$ cat config.mk
export PLATFORM = sky130hd
export DESIGN_NAME = int_to_fp_seq
export DESIGN_NICKNAME = d
export VERILOG_FILES = /design/src/rtl/int_fp_pkg.sv /design/src/rtl/int_to_fp_seq_fp_round.sv /design/src/rtl/int_to_fp_seq.sv
export SDC_FILE = /design/constraint.sdc
export NUM_CORES = 1
export LEC_CHECK = 0
export CAP_MARGIN = 20
export CORE_MARGIN = 2
export CORE_UTILIZATION = 57
export CTS_CLUSTER_DIAMETER = 50
export DETAILED_ROUTE_END_ITERATION = 10
export PLACE_DENSITY = 0.95
export SYNTH_ARGS = -nofsm -noshare
export SYNTH_HDL_FRONTEND = slang
export SYNTH_SLANG_ARGS = --single-unit
export TNS_END_PERCENT = 50
$ cat constraint.sdc
create_clock -name clk -period 3.24 [get_ports clk]
set_input_delay 0.648 -clock clk [delete_from_list [all_inputs] [get_ports clk]]
set_output_delay 0.648 -clock clk [all_outputs]
set_load 0.01 [all_outputs]
$ cat src/rtl/int_fp_pkg.sv
// Shared types and field layout for the sequential integer-to-float converter.
package int_fp_pkg;

    localparam int unsigned INT_W_DEF  = 16;
    localparam int unsigned EXP_W_DEF  = 5;
    localparam int unsigned FRAC_W_DEF = 8;
    localparam int unsigned FP_W_DEF   = 1 + EXP_W_DEF + FRAC_W_DEF;

    typedef enum logic [1:0] {
        IDLE = 2'd0,
        NORM = 2'd1,
        RND  = 2'd2,
        OUT  = 2'd3
    } state_t;

    // Total packed width of {sign, exp, frac}
    function automatic int unsigned fp_w(input int unsigned exp_w, input int unsigned frac_w);
        return 1 + exp_w + frac_w;
    endfunction

    // Bit index of the sign field in the packed result
    function automatic int unsigned sign_pos(input int unsigned exp_w, input int unsigned frac_w);
        return exp_w + frac_w;
    endfunction

    // Bit index of the exponent MSB in the packed result
    function automatic int unsigned exp_msb(input int unsigned exp_w, input int unsigned frac_w);
        return exp_w + frac_w - 1;
    endfunction

endpackage

$ cat src/rtl/int_to_fp_seq_fp_round.sv
// Combinational significand extraction with optional round-half-up.
module fp_round
    import int_fp_pkg::*;
#(
    parameter int unsigned MAG_W  = INT_W_DEF - 1,
    parameter int unsigned EXP_W  = EXP_W_DEF,
    parameter int unsigned FRAC_W = FRAC_W_DEF
) (
    input  logic [MAG_W-1:0]  mag,
    input  logic [EXP_W-1:0]  exp_in,
    input  logic              round_en,
    output logic [FRAC_W-1:0] frac,
    output logic [EXP_W-1:0]  exp_out
);

    if (FRAC_W >= MAG_W) begin : g_pad
        // Significand wide enough: left-justify magnitude, no rounding needed
        logic unused_round_en;
        assign unused_round_en = round_en;

        always_comb begin
            frac    = FRAC_W'(mag) << (FRAC_W - MAG_W);
            exp_out = exp_in;
        end
    end else begin : g_round
        logic [FRAC_W-1:0] trunc_c;
        logic              guard_c;
        logic [FRAC_W:0]   sum_c;

        assign trunc_c = mag[MAG_W-1 -: FRAC_W];
        assign guard_c = mag[MAG_W-1-FRAC_W];
        assign sum_c   = {1'b0, trunc_c} + (FRAC_W+1)'(round_en && guard_c);

        if (MAG_W - 1 - FRAC_W > 0) begin : g_low
            // Bits below the guard do not affect round-half-up
            logic unused_low;
            assign unused_low = ^mag[MAG_W-2-FRAC_W:0];
        end

        // Carry out of the significand renormalises to 0.1000.. with exp+1
        always_comb begin
            frac    = sum_c[FRAC_W-1:0];
            exp_out = exp_in;
            if (sum_c[FRAC_W]) begin
                frac             = '0;
                frac[FRAC_W-1]   = 1'b1;
                exp_out          = exp_in + EXP_W'(1);
            end
        end
    end

endmodule

$ cat src/rtl/int_to_fp_seq.sv
// Sequential sign-magnitude integer to {sign, exp, frac} converter with
// one-bit-per-cycle normalisation and valid/ready handshakes.
module int_to_fp_seq
    import int_fp_pkg::*;
#(
    parameter int unsigned INT_W  = INT_W_DEF,
    parameter int unsigned EXP_W  = EXP_W_DEF,
    parameter int unsigned FRAC_W = FRAC_W_DEF
) (
    input  logic                      clk,
    input  logic                      reset_n,
    input  logic                      in_valid,
    output logic                      in_ready,
    input  logic [INT_W-1:0]          int_in,
    input  logic                      round_en,
    output logic                      out_valid,
    input  logic                      out_ready,
    output logic [1+EXP_W+FRAC_W-1:0] fp_out,
    output logic                      busy
);

    localparam int unsigned MAG_W    = INT_W - 1;
    localparam int unsigned FP_W     = fp_w(EXP_W, FRAC_W);
    localparam int unsigned SIGN_POS = sign_pos(EXP_W, FRAC_W);
    localparam int unsigned EXP_MSB  = exp_msb(EXP_W, FRAC_W);

    state_t             state_q;
    state_t             state_d;
    logic               sign_q;
    logic [MAG_W-1:0]   mag_q;
    logic [EXP_W-1:0]   exp_q;
    logic               rnd_q;
    logic [FRAC_W-1:0]  frac_rnd_c;
    logic [EXP_W-1:0]   exp_rnd_c;
    logic [FP_W-1:0]    fp_q;
    logic               norm_done_c;
    logic               accept_c;

    assign accept_c    = (state_q == IDLE) && in_valid && in_ready;
    assign norm_done_c = (mag_q == '0) || mag_q[MAG_W-1];
    assign fp_out      = fp_q;

    // State register
    always_ff @(posedge clk) begin
        if (!reset_n) state_q <= IDLE;
        else          state_q <= state_d;
    end

    // Next-state logic
    always_comb begin
        state_d = state_q;
        case (state_q)
            IDLE:    if (accept_c) state_d = NORM;
            NORM:    if (norm_done_c) state_d = RND;
            RND:     state_d = OUT;
            OUT:     if (out_ready) state_d = IDLE;
            default: state_d = IDLE;
        endcase
    end

    // Operand capture and iterative normalisation
    always_ff @(posedge clk) begin
        if (!reset_n) begin
            sign_q <= 1'b0;
            mag_q  <= '0;
            exp_q  <= '0;
            rnd_q  <= 1'b0;
        end else begin
            case (state_q)
                IDLE: begin
                    if (accept_c) begin
                        sign_q <= int_in[INT_W-1];
                        mag_q  <= int_in[INT_W-2:0];
                        exp_q  <= EXP_W'(MAG_W);
                        rnd_q  <= round_en;
                    end
                end
                NORM: begin
                    if (mag_q == '0) begin
                        exp_q <= '0;
                    end else if (!mag_q[MAG_W-1]) begin
                        mag_q <= mag_q << 1;
                        exp_q <= exp_q - EXP_W'(1);
                    end
                end
                default: ;
            endcase
        end
    end

    fp_round #(
        .MAG_W  (MAG_W),
        .EXP_W  (EXP_W),
        .FRAC_W (FRAC_W)
    ) u_fp_round (
        .mag      (mag_q),
        .exp_in   (exp_q),
        .round_en (rnd_q),
        .frac     (frac_rnd_c),
        .exp_out  (exp_rnd_c)
    );

    // Registered handshake/status outputs and result capture in RND
    always_ff @(posedge clk) begin
        if (!reset_n) begin
            in_ready  <= 1'b0;
            busy      <= 1'b0;
            out_valid <= 1'b0;
            fp_q      <= '0;
        end else begin
            in_ready  <= (state_d == IDLE);
            busy      <= (state_d != IDLE);
            out_valid <= (state_d == OUT);
            if (state_q == RND) begin
                fp_q[SIGN_POS]             <= sign_q;
                fp_q[EXP_MSB -: EXP_W]     <= exp_rnd_c;
                fp_q[FRAC_W-1:0]           <= frac_rnd_c;
            end
        end
    end

endmodule

==> impl_metrics.toml <==
[power_and_ir_drop]
comb_power_share = 0.462
leakagePower_nw = 1.09
clock_power_share = 0.180
ir_drop_v = 0.000507
p_sw_frac = 0.397
intPower_mw = 1.42
pwr-share-seq = 0.359
power_switching_uw = 936
power_density_mw_per_mm2 = 864

[die]
std_cell_rows = 22
design.core.area_mm2 = 0.00372
dieHeight_um = 66.7
start_util = 0.603
die_w_um = 66.7
die_area_mm2 = 0.00445
top_level_ports = 38

[clock_tree]
ctsResizeCount = 0
clock_path_buffers = 2
post_cts_buffers = 0
cts.htree.levels = 2
clock_latency_ns = 0.31
cts_sinks = 41
cts_root_buf = "clkbuf_8"
cts.hold.buffers_added = 0
clkTransAtPathRegs_ns = 0.08
numCtsBuffers = 5
cts_tree = "built"

[timing]
fin_skew_ns = 0.0106
fin_crit_sh = 0.641
hold_viol = 0
max-slew-margin-rel = 0.380
report.final.slew_viol_count = 0
fmax_mhz = 482
finalSetupTns_ns = 0
period_minus_slack_ns = 2.08
rsz0062_at_grt = "no"
hold_slack_ns = 0.454
worst_pin_slew_ns = 0.929
fin_ws_ns = 1.16
setup-violations-final = 0

[route]
routedWlPerCell_um = 14.0
finalWirelength_mm = 4.70
drt-pass1-iter-count = 4
drt_iter0_drc = 115
drc = 0
postRouteAntennaNets = 0
vias_per_cell = 5.65
via_count = 1905

[placed_design]
post-place-ws_ns = 0.890
dp_hpwl_mm = 3.32
io_buffers = 37
place_congestion = 0.888

[critical_path]
critPathKind = "flop to flop"
cp-end-kind = "flop"
required_ns = 3.48
startpoint_type = "flop"
crit_fanout = 14
cp_data_arrival_time_ns = 2.31

[layout]
fin_nets = 313
multi_input_area_mm2 = 0.00131
fillers = 280
utilization = 0.735
antenna_cells = 0
drive_gt1_frac = 0.125
synthToLayoutAreaGrowth_pct = 21.8
regArea_um2 = 821

[global_routing]
antenna_found_initial = 0
grt_pass1_vias = 1807
grt_max_degree = 26
grt_pass1_wl_mm = 7.84
track_usage = 0.229
grt_overflow_total = 0

[synthesis]
ys.warnings.count = 0
ys_ff_latch = 41
async_reset_ff_frac = 0
ys_seq_area_frac = 0.366
syn_nets = 281
synth_cells = 256
syn_area_per_cell_um2 = 8.75
synth_edf_count = 0
mappedNetlistArea_mm2 = 0.00224
synth_flop_cell = "dfxtp_1"
ys_types = 50

[status]
status = "finished, final reports clean"

[job]
max_cap_viol_count = 0

[hold_path]
hold_path.class = "flop to flop"
[per-layer routing]
| layer | share of wire | GRT usage | vias up | wire length (um) |
|---|---|---|---|---|
| met4 | 0.019 | 0.115 | 0 | 88 |
| met1 | 0.44 | 0.268 | 885 | 2090 |
| met5 | 0 | 0 | - | 0 |
| met3 | 0.053 | 0.0422 | 9 | 247 |
| li1 | - | - | 952 | - |
| met2 | 0.48 | 0.396 | 59 | 2280 |
[cells in the mapped netlist, drive strengths merged, types with 2 or more instances]
library cell  count  area, um2
dfxtp            41        821
buf               6       52.5
mux2i            14        140
nor3              5       36.3
nor2b            16        100
and3              2       12.5
o22ai             2       12.5
a21boi            5       37.5
clkbuf           11       41.3
o21ai            11       55.1
o211a             2       20.0
a21oi            11       58.8
xnor2             7       61.3
a31o              2       17.5
xor2              2       17.5
nand2            52        198
and2              4       25.0
inv               4       15.0
nor3b             2       20.0
nor2              5       18.8
o211ai            3       22.5
nor4              5       46.3
and4b             2       20.0
nand3             7       40.0
mux2             14        158
ha                4       50.1
nand2b            3       18.8
o31ai             4       43.8
[registers in the layout (all words and copies together), names as in the netlist]
register	flops
in_ready	1
state_q	2
sign_q	1
busy	1
mag_q	15
rnd_q	1
fp_out	14
exp_q	5
out_valid	1
[per-stage QoR]
step	area, um2	power (mW)	cells
finish	2730	2.36	337
CTS	2730	2.36	337
global route	2730	2.50	337
global placement	2620	1.90	329
floorplan	2240	1.67	256
detailed placement	2620	1.94	329
[cells by family (layout without fill, tap and decap cells)]
group,after synthesis,after routing,synth area share
fa+ha+maj,4,4,0.0223
simple gates,107,107,0.253
xor+xnor,9,9,0.0352
buf+inv,21,54,0.0486
flops,41,41,0.366
mux,28,28,0.133
compound gates,46,46,0.142
[final timing paths]
check,end,slack (ns),start,depth (start not counted)
setup / recovery,mag_q[4],1.16,mag_q[0],4
hold / removal,rnd_q,0.45,rnd_q,2
setup reg to reg,mag_q[4],1.16,mag_q[0],4
hold reg to reg,rnd_q,0.45,rnd_q,2
[final cells by class]
type | instances | share of cell area
multi-input cells | 194 | 0.480
flip-flops and latches | 41 | 0.301
repair buffers | 42 | 0.149
clock buffers | 5 | 0.0252
well taps | 48 | 0.0220
clock inverters | 3 | 0.0170
inverters | 4 | 0.00550
[power by group through the flow]
| stage | sequential [mW] | clock (mW) | combinational [mW] |
|---|---|---|---|
| final | 0.846 | 0.424 | 1.09 |
| after global routing | 0.871 | 0.440 | 1.19 |
| after CTS | 0.842 | 0.422 | 1.09 |
| after detailed placement | 0.852 | 0 | 1.08 |
| after global placement | 0.847 | 0 | 1.05 |
| after floorplan | 0.802 | 0 | 0.872 |
[critical path, cell delays in order, from the launching register on]
cell and delay [ns]:
dfxtp_1 0.33, nor4_1 0.32, nand2_1 0.28, o31ai_4 0.81, mux2i_1 0.26
[layout by cell type, fill, tap and decap left out, types with 5 or more instances in the layout]
cell,count
a21oi_1,10
xnor2_1,7
nand2_1,51
clkbuf_8,5
mux2_2,14
nor2_1,5
nand3_1,6
buf_4,5
clkdlybuf4s50_1,37
o21ai_0,10
mux2i_1,14
dfxtp_1,41
nor2b_1,16
Note: power is estimated with default switching activity, not from simulation.
